--- src/rtl/ads1292_filter_pkg.sv ---
// ads1292_filter_pkg
// Shared widths, default parameter values and types for the ADS1292
// filter test build.
//   SAMPLE_W  : width of an ADS1292-format sample (24-bit signed)
//   OUT_W     : width of the filtered output word (32-bit signed)
//   DEF_*     : default values for the top-level parameters
//   sample_t  : signed 24-bit sample
//   out_t     : signed 32-bit output word
//   phase_t   : test square-wave phase (encoded so that reset value 0 = high)
package ads1292_filter_pkg;

  localparam int SAMPLE_W = 24;
  localparam int OUT_W    = 32;

  localparam int DEF_SAMPLE_DIV = 50;
  localparam int DEF_TAPS_LOG2  = 3;
  localparam int DEF_SQ_HALF    = 16;
  localparam int DEF_AMP        = 100000;
  localparam int DEF_DC         = 4096;

  typedef logic signed [SAMPLE_W-1:0] sample_t;
  typedef logic signed [OUT_W-1:0]    out_t;

  typedef enum logic {
    PH_HIGH = 1'b0,
    PH_LOW  = 1'b1
  } phase_t;

endpackage

--- src/rtl/ads1292_filter_if.sv ---
// ads1292_filter_if
// Sample bus between the waveform generator and the moving-average FIR.
//   sample_valid : one-cycle strobe, a new sample is present
//   sample       : signed 24-bit sample
//   avg          : FIR average that the current strobe produces
// Modports: master drives samples and reads the average, slave (the filter)
// consumes samples and drives the average.
interface ads1292_filter_if;
  import ads1292_filter_pkg::*;

  logic    sample_valid;
  sample_t sample;
  out_t    avg;

  modport master (output sample_valid, output sample, input avg);
  modport slave  (input sample_valid, input sample, output avg);

endinterface

--- src/rtl/moving_average_fir.sv ---
// moving_average_fir
// Moving-average low-pass over 2^TAPS_LOG2 samples, kept as a running sum.
// Ports:
//   clk  : system clock
//   rstn : synchronous reset, active-high (clears delay line and sum)
//   bus  : slave side of the sample bus; on sample_valid the sample is
//          shifted in and the sum updated. bus.avg is the average the
//          current sample produces (acc_new >>> TAPS_LOG2, sign-extended),
//          so the owner can register it on the same edge as the sum.
module moving_average_fir
  import ads1292_filter_pkg::*;
#(
  parameter int TAPS_LOG2 = DEF_TAPS_LOG2
) (
  input  logic               clk,
  input  logic               rstn,
  ads1292_filter_if.slave    bus
);

  localparam int TAPS  = 1 << TAPS_LOG2;
  localparam int ACC_W = SAMPLE_W + TAPS_LOG2;

  sample_t                  dl [TAPS];
  logic signed [ACC_W-1:0]  acc;
  logic signed [ACC_W-1:0]  acc_nxt;
  logic signed [ACC_W-1:0]  acc_shr;

  // Sum of the window including the incoming sample; the oldest tap drops out.
  always_comb begin
    acc_nxt = acc + ACC_W'(bus.sample) - ACC_W'(dl[TAPS-1]);
    acc_shr = acc_nxt >>> TAPS_LOG2;
    bus.avg = OUT_W'(acc_shr);
  end

  always_ff @(posedge clk) begin
    if (rstn) begin
      acc <= '0;
      for (int unsigned i = 0; i < TAPS; i++) begin
        dl[i] <= '0;
      end
    end else if (bus.sample_valid) begin
      acc   <= acc_nxt;
      dl[0] <= bus.sample;
      for (int unsigned i = 1; i < TAPS; i++) begin
        dl[i] <= dl[i-1];
      end
    end
  end

endmodule

--- src/rtl/ads1292_filter_test_top.sv ---
// ads1292_filter_test_top
// Self-contained filter test harness: divides clk down to a sample tick,
// generates a DC-offset square wave in ADS1292 format and filters it with a
// moving-average FIR. The filtered value is registered onto `out`, updating
// one clk after each tick and holding in between.
// Ports:
//   clk  : system clock
//   rstn : synchronous reset, active-high (1 = reset)
//   out  : filtered sample, signed 32-bit
// Build option: define DC_REMOVE_EN to add a first-order DC blocker after
// the FIR: h[n] = m[n] - m[n-1] + h[n-1] - (h[n-1] >>> 6).
module ads1292_filter_test_top
  import ads1292_filter_pkg::*;
#(
  parameter int SAMPLE_DIV = DEF_SAMPLE_DIV,
  parameter int TAPS_LOG2  = DEF_TAPS_LOG2,
  parameter int SQ_HALF    = DEF_SQ_HALF,
  parameter int AMP        = DEF_AMP,
  parameter int DC         = DEF_DC
) (
  input  logic                    clk,
  input  logic                    rstn,
  output logic signed [OUT_W-1:0] out
);

  localparam int CNT_W = $clog2(SAMPLE_DIV);
  localparam int SC_W  = (SQ_HALF > 1) ? $clog2(SQ_HALF) : 1;

  localparam sample_t HI_LVL = sample_t'(DC + AMP);
  localparam sample_t LO_LVL = sample_t'(DC - AMP);

  logic [CNT_W-1:0] cnt;
  logic             tick;
  logic [SC_W-1:0]  scnt;
  logic             half_done;
  phase_t           phase;
  phase_t           phase_nxt;

  ads1292_filter_if fir_bus ();

  // Sample-rate divider
  assign tick = (cnt == CNT_W'(SAMPLE_DIV - 1));

  always_ff @(posedge clk) begin
    if (rstn) begin
      cnt <= '0;
    end else if (tick) begin
      cnt <= '0;
    end else begin
      cnt <= cnt + CNT_W'(1);
    end
  end

  // Samples within the current half-period
  assign half_done = (scnt == SC_W'(SQ_HALF - 1));

  always_ff @(posedge clk) begin
    if (rstn) begin
      scnt <= '0;
    end else if (tick) begin
      scnt <= half_done ? '0 : scnt + SC_W'(1);
    end
  end

  // Square-wave phase
  always_ff @(posedge clk) begin
    if (rstn) begin
      phase <= PH_HIGH;
    end else begin
      phase <= phase_nxt;
    end
  end

  always_comb begin
    phase_nxt = phase;
    if (tick && half_done) begin
      case (phase)
        PH_HIGH: phase_nxt = PH_LOW;
        PH_LOW:  phase_nxt = PH_HIGH;
        default: phase_nxt = PH_HIGH;
      endcase
    end
  end

  always_comb begin
    fir_bus.sample_valid = tick;
    fir_bus.sample       = (phase == PH_HIGH) ? HI_LVL : LO_LVL;
  end

  moving_average_fir #(
    .TAPS_LOG2 (TAPS_LOG2)
  ) u_fir (
    .clk  (clk),
    .rstn (rstn),
    .bus  (fir_bus)
  );

`ifdef DC_REMOVE_EN
  // `out` doubles as the blocker state h[n-1]; m_prev holds m[n-1].
  out_t m_prev;
  out_t h_nxt;

  always_comb begin
    h_nxt = fir_bus.avg - m_prev + out - (out >>> 6);
  end

  always_ff @(posedge clk) begin
    if (rstn) begin
      m_prev <= '0;
      out    <= '0;
    end else if (tick) begin
      m_prev <= fir_bus.avg;
      out    <= h_nxt;
    end
  end
`else
  always_ff @(posedge clk) begin
    if (rstn) begin
      out <= '0;
    end else if (tick) begin
      out <= fir_bus.avg;
    end
  end
`endif

endmodule

--- config.mk ---
export PLATFORM = sky130hd
export DESIGN_NAME = ads1292_filter_test_top
export DESIGN_NICKNAME = d
export VERILOG_FILES = /design/src/rtl/ads1292_filter_pkg.sv /design/src/rtl/ads1292_filter_if.sv /design/src/rtl/moving_average_fir.sv /design/src/rtl/ads1292_filter_test_top.sv
export SDC_FILE = /design/constraint.sdc
export NUM_CORES = 1
export LEC_CHECK = 0
export ABC_AREA = 1
export BUFFER_PORTS_ARGS = -buffer_cell sky130_fd_sc_hd__buf_2
export CAP_MARGIN = 5
export CORE_MARGIN = 3
export CORE_UTILIZATION = 50
export CTS_CLUSTER_SIZE = 12
export DETAILED_ROUTE_END_ITERATION = 10
export GPL_TIMING_DRIVEN = 0
export PLACE_DENSITY = 0.69
export SYNTH_ARGS = -nofsm -noshare
export SYNTH_HDL_FRONTEND = slang
export SYNTH_SLANG_ARGS = --single-unit
--- constraint.sdc ---
create_clock -name clk -period 3.2 [get_ports clk]
set_input_delay 0.16 -clock clk [delete_from_list [all_inputs] [get_ports clk]]
set_output_delay 0.16 -clock clk [all_outputs]
set_load 0.02 [all_outputs]
==> impl_metrics.yaml <==
timing:
  fin_crit_ns: 2.92
  hold_viol_final: 0
  finalSetupViolations: 0
  slew_violations: 0
  fin_ws_ns: 0.277
  worst_pin_slew_ns: 0.802
  slew_headroom: 0.465
  fin_skew_ns: 0.0123
  grt_setup_unrepaired: "no"
  fin_crit_sh: 0.913
  fmax_mhz: 342
final_layout:
  fin_cells: 894
  syn_to_final_growth_pct: 11.2
  antennaDiodeCount: 0
  fin_nets: 812
  utilization: 0.577
  fin_area_sq_um: 5390
  drive_gt1_frac: 0.133
  fillers: 950
critical_path:
  worst-setup-path-type: "reg2reg"
  end_kind: "flip-flop"
  crit_required_ns: 3.43
  start_kind: "flip-flop"
  reg2reg_depth: 10
  r2r_slack_ns: 0.28
  cp_max_fo: 13
  r2r_start: "u_fir.dl[0][190]"
  cp_data_arrival_time_ns: 3.15
  r2r-end: "out[15]"
route:
  avgRoutedWirePerCell_microns: 12.6
  wirelength_microns: 11300
  vias: 4225
  viasPerCell: 4.73
  firstDrtPassIters: 5
  ant_nets: 0
  drc: 0
  drtIter0Drc: 175
min_path:
  hold_class: "in2reg"
  hp-start: "rstn"
  hold_depth: 2
  min_to: "u_fir.dl[0][5]"
global_routing:
  grtUsageTotal: 0.219
  met1_usage: 0.282
  grt_pass1_vias: 4152
  grt_pass1_wl_microns: 19200
  grtUsageMet2: 0.371
  gr-total-overflow: 0
  grt.busiest_layer: "met2"
  grt_util_met3: 0.0459
  antenna_found_initial: 0
  grt_max_degree: 33
logic_synthesis:
  synth_largest_area_cell: "nand2_1"
  post-synth-top-count-cell: "nand2_1"
  ys_seq_area_frac: 0.300
  synthCells: 712
  synth_nets: 764
  async_flop_share: 0
  ys.flop_type: "dfxtp_1"
  synthXorXnorAreaFrac: 0.00905
  synth.area.mux_share: 0
  netlist_area_sq_um: 4840
  synth_top_area_share: 0.163
  synthTopCellsByCount: "nand2_1 (210), inv_1 (170), nor2_1 (68), dfxtp_1 (38)"
  synth-edff-count: 23
  syn_area_per_cell_sq_um: 6.80
  synth_cell_types: 36
  synth_seq_cells: 61
  synth-simple-area-share: 0.275
  synthAdderAreaFrac: 0.157
  synth_warnings: 0
  synth_top_family_by_area: "simple AND/OR/NAND/NOR gates"
  synthTopCellsByArea: "nand2_1 (16%), dfxtp_1 (16%), edfxtp_1 (14%)"
  synth_compound_area_frac: 0.0631
floorplan:
  design.die.area_sq_um: 10900
  chipWidth_microns: 104
  coreArea_sq_um: 9330
  initial_core_util: 0.519
  die_height_microns: 104
  ioPinCount: 34
  row_count: 35
placed_design:
  dp_slack_ns: -0.137
  io_buffers: 32
  gp_congestion: 0.929
  dp.cells: 873
  place_hpwl_microns: 8690
  placed_area_sq_um: 5160
cts:
  clk_latency_ns: 0.34
  cts_tree: "done"
  clkTransAtPathRegs_ns: 0.07
  cts_sinks: 61
  root_buffer: "clkbuf_8"
  clock_path_buffers: 2
  numCtsBuffers: 9
  ctsHoldBuffers: 0
  htreeDepth: 3
power:
  ir_worst_vdd_uv: 243
  finalPower_w: 0.00167
  power.leakage_nw: 2.96
  p_per_area_nw_per_um2: 310
flow_run:
  cap_violations: 0
run_status:
  outcome: "completed"
==> layout by cell type, fill, tap and decap left out, types with 2 or more instances in the layout <==
cell,n
nand4_1,6
nand2_1,210
buf_4,35
or2_2,2
clkinv_2,2
nand3_2,2
nand3_1,30
inv_1,169
edfxtp_1,23
buf_2,35
a21oi_2,2
a21oi_1,22
clkbuf_1,4
o21ai_0,21
clkbuf_8,10
dfxtp_1,38
o21ai_1,4
ha_1,32
o22ai_2,2
fa_1,18
clkinvlp_4,3
nor3_1,4
buf_6,3
nor2_1,68
xnor2_1,2
xor2_1,3
==> metrics by stage <==
step | hold slack, ns | setup TNS (ns)
2_1_floorplan | 0.434 | 0
5_1_grt | 0.323 | 0
3_3_place_gp | 0.445 | -0.597
6_report | 0.289 | 0
3_5_place_dp | 0.454 | -0.813
4_1_cts | 0.291 | 0
==> cells by family (layout without fill, tap and decap cells) <==
kind of cell / count (synthesis) / count (layout)
flip-flops: 61 / 61
other: 1 / 1
buffers and inverters: 212 / 265
AO/OA/AOI/OAI: 55 / 55
adder cells (fa/ha/maj): 50 / 50
XOR/XNOR: 5 / 5
AND/OR/NAND/NOR: 328 / 328
==> per-layer routing <==
layer	vias to the layer above	routed length (microns)	part of all wire
li1	2202	-	-
met1	1932	5260	0.47
met2	76	5380	0.48
met3	15	456	0.040
met4	0	189	0.017
met5	-	0	0
==> registers in the layout (all words and copies together) (netlist names) <==
name and count:
cnt 6, u_fir.acc 2, u_fir.dl 24, phase 1, out 24, scnt 4
==> worst max-delay path by stage <==
stage,to,slack (ns),depth (start not counted),from
detailed placement,out[15],-0.14,10,phase
global route,out[14],0.07,14,u_fir.dl[0][190]
finish,out[15],0.28,10,u_fir.dl[0][190]
floorplan,out[21],0.44,12,phase
global placement,out[15],-0.12,10,phase
CTS,out[15],0.04,11,phase
==> timing repair <==
item                                    4_1_cts  5_1_grt
gates cloned                                  1        0
resized for setup                             2        0
endpoints found under the setup margin       15       18
setup buffers                                 0        4
==> where the power goes <==
| part | switching [W] | leakage (nW) | internal [W] |
|---|---|---|---|
| sequential | 0.0000112 | 0.544 | 0.000818 |
| clock | 0.000329 | 0.0867 | 0.000301 |
| combinational | 0.000146 | 2.33 | 0.0000647 |
==> critical path, stage by stage, from the launching register on <==
cell and delay (ns):
edfxtp_1 0.73, fa_1 0.62, inv_1 0.05, ha_1 0.36
nand2_1 0.09, nor2_1 0.28, nand3_1 0.16, nand3_2 0.15
nand2_1 0.14, a21oi_1 0.15, o21ai_1 0.08
==> final cells by class <==
cell class	count	area, sq um	area share
multi-input combinational	439	2450	0.454
sequential	61	1450	0.270
inverter	171	646	0.120
buffer	41	302	0.0560
timing repair buffer	36	203	0.0376
tap	129	161	0.0300
clock buffer	12	145	0.0270
clock inverter	4	23.8	0.00441
timing repair inverter	1	7.51	0.00139
Note: power is estimated with default switching activity, not from simulation.
